--- src/rtl/interp_pkg.sv ---
// Shared constants and state encoding for the x4 interpolator.
package interp_pkg;

  localparam int unsigned FACTOR        = 4;
  localparam int unsigned SHIFT         = $clog2(FACTOR);
  localparam int unsigned DEFAULT_WIDTH = 16;
  localparam int unsigned K_W           = 3;

  typedef logic [0:0] state_t;
  localparam state_t IDLE = 1'b0;
  localparam state_t EMIT = 1'b1;

endpackage

--- src/rtl/interp_lerp.sv ---
// Combinational linear blend: ((FACTOR-k)*p + k*n) >>> SHIFT, computed in
// WIDTH+2 bits so the weighted sum cannot overflow; result rounds toward -inf.
module interp_lerp
  import interp_pkg::*;
#(
  parameter int unsigned WIDTH = DEFAULT_WIDTH
) (
  input  logic signed [WIDTH-1:0] p,
  input  logic signed [WIDTH-1:0] n,
  input  logic        [K_W-1:0]   k,
  output logic signed [WIDTH-1:0] y
);

  localparam int unsigned SW = WIDTH + 2;

  logic signed [SW-1:0] p_x;
  logic signed [SW-1:0] n_x;
  logic signed [SW-1:0] wk;
  logic signed [SW-1:0] wp;
  logic signed [SW-1:0] sum;

  // Sign-extend, weight and shift
  always_comb begin
    p_x = SW'(p);
    n_x = SW'(n);
    wk  = $signed(SW'(k));
    wp  = $signed(SW'(FACTOR)) - wk;
    sum = (wp * p_x) + (wk * n_x);
    y   = WIDTH'(sum >>> SHIFT);
  end

endmodule

--- src/rtl/interpolator_x4.sv ---
// 1:4 upsampler with valid/ready handshakes on both sides.
// Build option: define INTERPOLATOR_X4_HOLD_EN for zero-order hold (all four
// outputs equal the new sample, no interpolation arithmetic).
module interpolator_x4
  import interp_pkg::*;
#(
  parameter int unsigned WIDTH = DEFAULT_WIDTH
) (
  input  logic                    clk,
  input  logic                    rst,
  input  logic signed [WIDTH-1:0] in_data,
  input  logic                    in_valid,
  output logic                    in_ready,
  output logic signed [WIDTH-1:0] out_data,
  output logic                    out_valid,
  input  logic                    out_ready
);

  state_t                  state_q, state_d;
  logic [K_W-1:0]          k_q, k_d;
  logic signed [WIDTH-1:0] p_q, p_d;
  logic signed [WIDTH-1:0] n_q, n_d;
  logic signed [WIDTH-1:0] data_q, data_d;
  logic                    valid_q;
  logic signed [WIDTH-1:0] next_n;
  logic signed [WIDTH-1:0] next_y;

  // Sample feeding the next output: the arriving one in IDLE, the latched one in EMIT
  assign next_n = (state_q == IDLE) ? in_data : n_q;

`ifdef INTERPOLATOR_X4_HOLD_EN
  assign next_y = next_n;
`else
  logic [K_W-1:0] next_k;

  // Phase of the output being prepared for the following cycle
  assign next_k = (state_q == IDLE) ? K_W'(1) : k_q + K_W'(1);

  interp_lerp #(
    .WIDTH (WIDTH)
  ) u_lerp (
    .p (p_q),
    .n (next_n),
    .k (next_k),
    .y (next_y)
  );
`endif

  // Next-state and datapath update
  always_comb begin
    state_d = state_q;
    k_d     = k_q;
    p_d     = p_q;
    n_d     = n_q;
    data_d  = data_q;
    case (state_q)
      IDLE: begin
        if (in_valid) begin
          n_d     = in_data;
          k_d     = K_W'(1);
          data_d  = next_y;
          state_d = EMIT;
        end
      end
      EMIT: begin
        if (out_ready) begin
          if (k_q == K_W'(FACTOR)) begin
            state_d = IDLE;
            k_d     = K_W'(1);
            p_d     = n_q;
          end else begin
            k_d    = k_q + K_W'(1);
            data_d = next_y;
          end
        end
      end
      default: state_d = IDLE;
    endcase
  end

  // State and output registers; reset discards any sequence in flight
  always_ff @(posedge clk) begin
    if (rst) begin
      state_q <= IDLE;
      k_q     <= K_W'(1);
      p_q     <= '0;
      n_q     <= '0;
      data_q  <= '0;
      valid_q <= 1'b0;
    end else begin
      state_q <= state_d;
      k_q     <= k_d;
      p_q     <= p_d;
      n_q     <= n_d;
      data_q  <= data_d;
      valid_q <= (state_d == EMIT);
    end
  end

  // in_ready is masked by rst so no sample is taken during reset
  assign in_ready  = (state_q == IDLE) && !rst;
  assign out_valid = valid_q;
  assign out_data  = data_q;

endmodule

--- config.mk ---
export PLATFORM = sky130hd
export DESIGN_NAME = interpolator_x4
export DESIGN_NICKNAME = d
export VERILOG_FILES = /design/src/rtl/interp_pkg.sv /design/src/rtl/interp_lerp.sv /design/src/rtl/interpolator_x4.sv
export SDC_FILE = /design/constraint.sdc
export NUM_CORES = 1
export LEC_CHECK = 0
export CORE_UTILIZATION = 45
export DETAILED_ROUTE_END_ITERATION = 7
export HOLD_SLACK_MARGIN = 0.02
export PLACE_DENSITY = 0.66
export SLEW_MARGIN = 20
export SYNTH_ARGS = -nofsm -noshare
export SYNTH_HDL_FRONTEND = slang
export SYNTH_SLANG_ARGS = --single-unit
export TNS_END_PERCENT = 10
--- constraint.sdc ---
create_clock -name clk -period 8.35 [get_ports clk]
set_input_delay 1.67 -clock clk [delete_from_list [all_inputs] [get_ports clk]]
set_output_delay 1.67 -clock clk [all_outputs]
set_load 0.01 [all_outputs]
==> summary.txt <==
Status
  • Outcome: finished, final reports clean

Placed design
  • Area after DPL: 6300 um2
  • Placed instance count: 872
  • Buffers on Ports: 37
  • HPWL after DPL: 9790 um
  • Routability Congestion: between 0.8 and 0.9

Worst hold path
  • Hold_sp: out_data[3]
  • Hold crit path type: reg -> reg
  • End of the worst hold path: out_data[3]
  • Hold path cells: 2

Clock network
  • CTS tree: yes
  • Clk sinks: 52
  • Worst skew pair latency: about 300 ps
  • Setup bufs post-CTS: 0
  • Post-CTS resize count: 0
  • Total CTS buffers: 5
  • CTS Hold Bufs: 0
  • Clk slew on worst S/H paths: 70 ps
  • CTS root buf: clkbuf_16
  • Bufs on Longest Clock Path: 2
  • H-tree Lvls: 2

Synth
  • FFs w/ async S/R, synth: 0%
  • Top-count cell post-synth: inv_1
  • Cells after Synth: 686
  • Synth top area share: 25.0%
  • XOR/XNOR Fraction of Synth Area: 3.94%
  • Synth area leader: fa_1
  • Synth top cells by count: inv_1, nand2_1, fa_1, a21oi_1, ha_1
  • Top area cells in the synthesized netlist: fa_1, dfxtp_1, ha_1, inv_1, nand2_1
  • Yosys cell types: 48
  • Multiplexer area fraction after synthesis: 0.171%
  • Syn_area_per_cell: 8.51 um2
  • Ys flop type: dfxtp_1
  • Main combinational cell family by area after synthesis: adder cells
  • Post-Syn Nets: 832
  • Synth Cell Area: 5840 um2
  • Compound-Gate Fraction of Synth Area: about a tenth
  • Simple-gate area share of the yosys netlist: 21.1%
  • Number of synthesized flops with an enable pin: 0
  • Seq/Total Area, Yosys: 17.8%
  • Yosys warnings: 0
  • Post-synthesis adder-cell area fraction: 36.4%
  • Seq cells post-synth: 52

Setup path
  • Worst reg2reg path startpoint: k_q[0]
  • FF-to-FF path depth: 21
  • Most frequent cell on the critical path: fa_1
  • Crit path max-delay family: adder cells
  • CP startpoint: k_q[0]
  • CP Class: reg -> reg
  • Worst Setup Start Kind: register
  • Critical path's slowest cell: ha_1
  • Worst path bufs/invs: 4
  • Crit-path cells: clkinv_1 > ha_1 > nand2_1 > ha_1 > xor2_1 > buf_4 > and2_1 > fa_1 > inv_1 > fa_1 > inv_1 > fa_1 > fa_1 > fa_1 > a21o_1 > a21o_1 > a21oi_1 > o21ai_0 > a41oi_1 > or4_1 > nand3_1
  • R2R Setup Slk: 1980 ps
  • Critical Path Max Stage Delay: 710 ps
  • Capturing point of the worst reg2reg path: out_data[14]
  • Crit path max fanout: 20
  • CP arrival: 6560 ps
  • Crit. End Element: register
  • Required time of the critical path: 8540 ps

Timing
  • Worst Tran Pin Value: 921 ps
  • RSZ-0062 raised after global routing: no
  • Hold WS: 453 ps
  • Fmax: 157 MHz
  • Skew final: 9.66 ps
  • Setup_tns: 0 ps
  • Final Max Slew Viols: 0
  • Fin crit share: between 70 and 80%
  • Final Hold Fails: 0
  • Setup Viol. Count Final: 0
  • Final min period: 6370 ps
  • Slew HR: between 30 and 40%

Floorplan
  • Die width: 116 um
  • Core Box Area: 12600 um2
  • I/O pin total: 38
  • FP Rows: 41
  • Starting density of the core: 46.3%
  • Chip height: between 100 and 150 um
  • Total die area: 13400 um2

GRT
  • GRT Util Overall: about a fifth
  • First-pass GRT wire length: 21300 um
  • Vias in the first global route: 4400
  • Largest net degree at the start of global routing: 79
  • Initial antenna violation count: 0
  • Gr ovfl total: 0

Finish
  • Final instance area: 6450 um2
  • Layout cells sized above 1: 5.23%
  • P&R area growth vs syn: 10.5%
  • Nets: 853
  • Fin cells: between 800 and 900
  • N_diodes: 0

Detailed routing
  • WL final: around 12000 um
  • Vias per Instance: 4.95
  • Via Count: 4353
  • DRT antenna net count: 0
  • DRC viols: 0
  • DRT Pass-1 Iters: 4
  • Initial drt markers: 245
  • Drt wl/cell: 14.0 um

Power
  • Power Dens Cells: 104 nW/um2
  • Total power: slightly below 700 uW
  • Peak supply drop: 0.111 mV
  • Leak pwr: 3.14 nW

Run
  • Total of max-cap violations: 0
## logic make-up after synthesis
| logic type | count (synthesis) |
|---|---|
| flops | 52 |
| xor+xnor | 22 |
| compound gates | 100 |
| buf+inv | 140 |
| simple gates | 245 |
| mux | 1 |
| fa+ha+maj | 126 |
## worst min-delay path, cell delays in order, from the launching register on
cell and delay [ps]:
dfxtp_1 310, nand2_1 50, a21oi_1 50
## through the flow
step,setup WS (ps),utilization (%)
after floorplan,2250,-
after global placement,1850,50.0
after detailed placement,1760,50.0
final,1980,51.1
after global routing,1560,51.1
after CTS,2000,51.1
## cell type report
cell class / count / area (um2)
multi-input combinational: 494 / 4210
inverter: 109 / 409
fill: 1248 / 6170
sequential: 52 / 1040
tap: 172 / 215
clock inverter: 2 / 16.3
clock buffer: 6 / 129
timing repair buffer: 45 / 425
## layout by cell type (no fill, tap or decap), types with 4 or more instances in the layout
cell / n
a21o_1: 6
a21oi_1: 54
a31o_2: 12
and2_1: 43
and3_1: 31
buf_4: 8
clkbuf_16: 5
clkdlybuf4s50_1: 36
dfxtp_1: 51
fa_1: 73
ha_1: 53
inv_1: 108
nand2_1: 101
nand2b_1: 7
nand3_1: 6
nand3b_1: 4
nor2_1: 22
nor2b_1: 16
o21ai_0: 10
or2_2: 4
xnor2_1: 11
xor2_1: 8
## where the power goes
part | switching (mW) | internal, mW
clock network | 0.0959 | 0.112
registers | 0.0101 | 0.261
logic | 0.109 | 0.0844
## state kept, by name, indices dropped and copies added (netlist names)
name,flops
n_q,16
k_q,3
out_data,16
p_q,16
out_valid,1
## layer usage
metal  track usage (%)  share of wire, %
met4              5.13              0.91
met1              29.3                49
met2              31.2                44
met5                 0                 0
met3              3.71               5.9
## how the worst max path moves through the flow
stage / to / cells past startpoint
after floorplan: out_data[14] / 24
after global placement: out_data[14] / 17
after detailed placement: out_data[14] / 17
after CTS: out_data[14] / 21
after global routing: out_data[14] / 21
final: out_data[14] / 21
(Power assumes the default switching activity.)
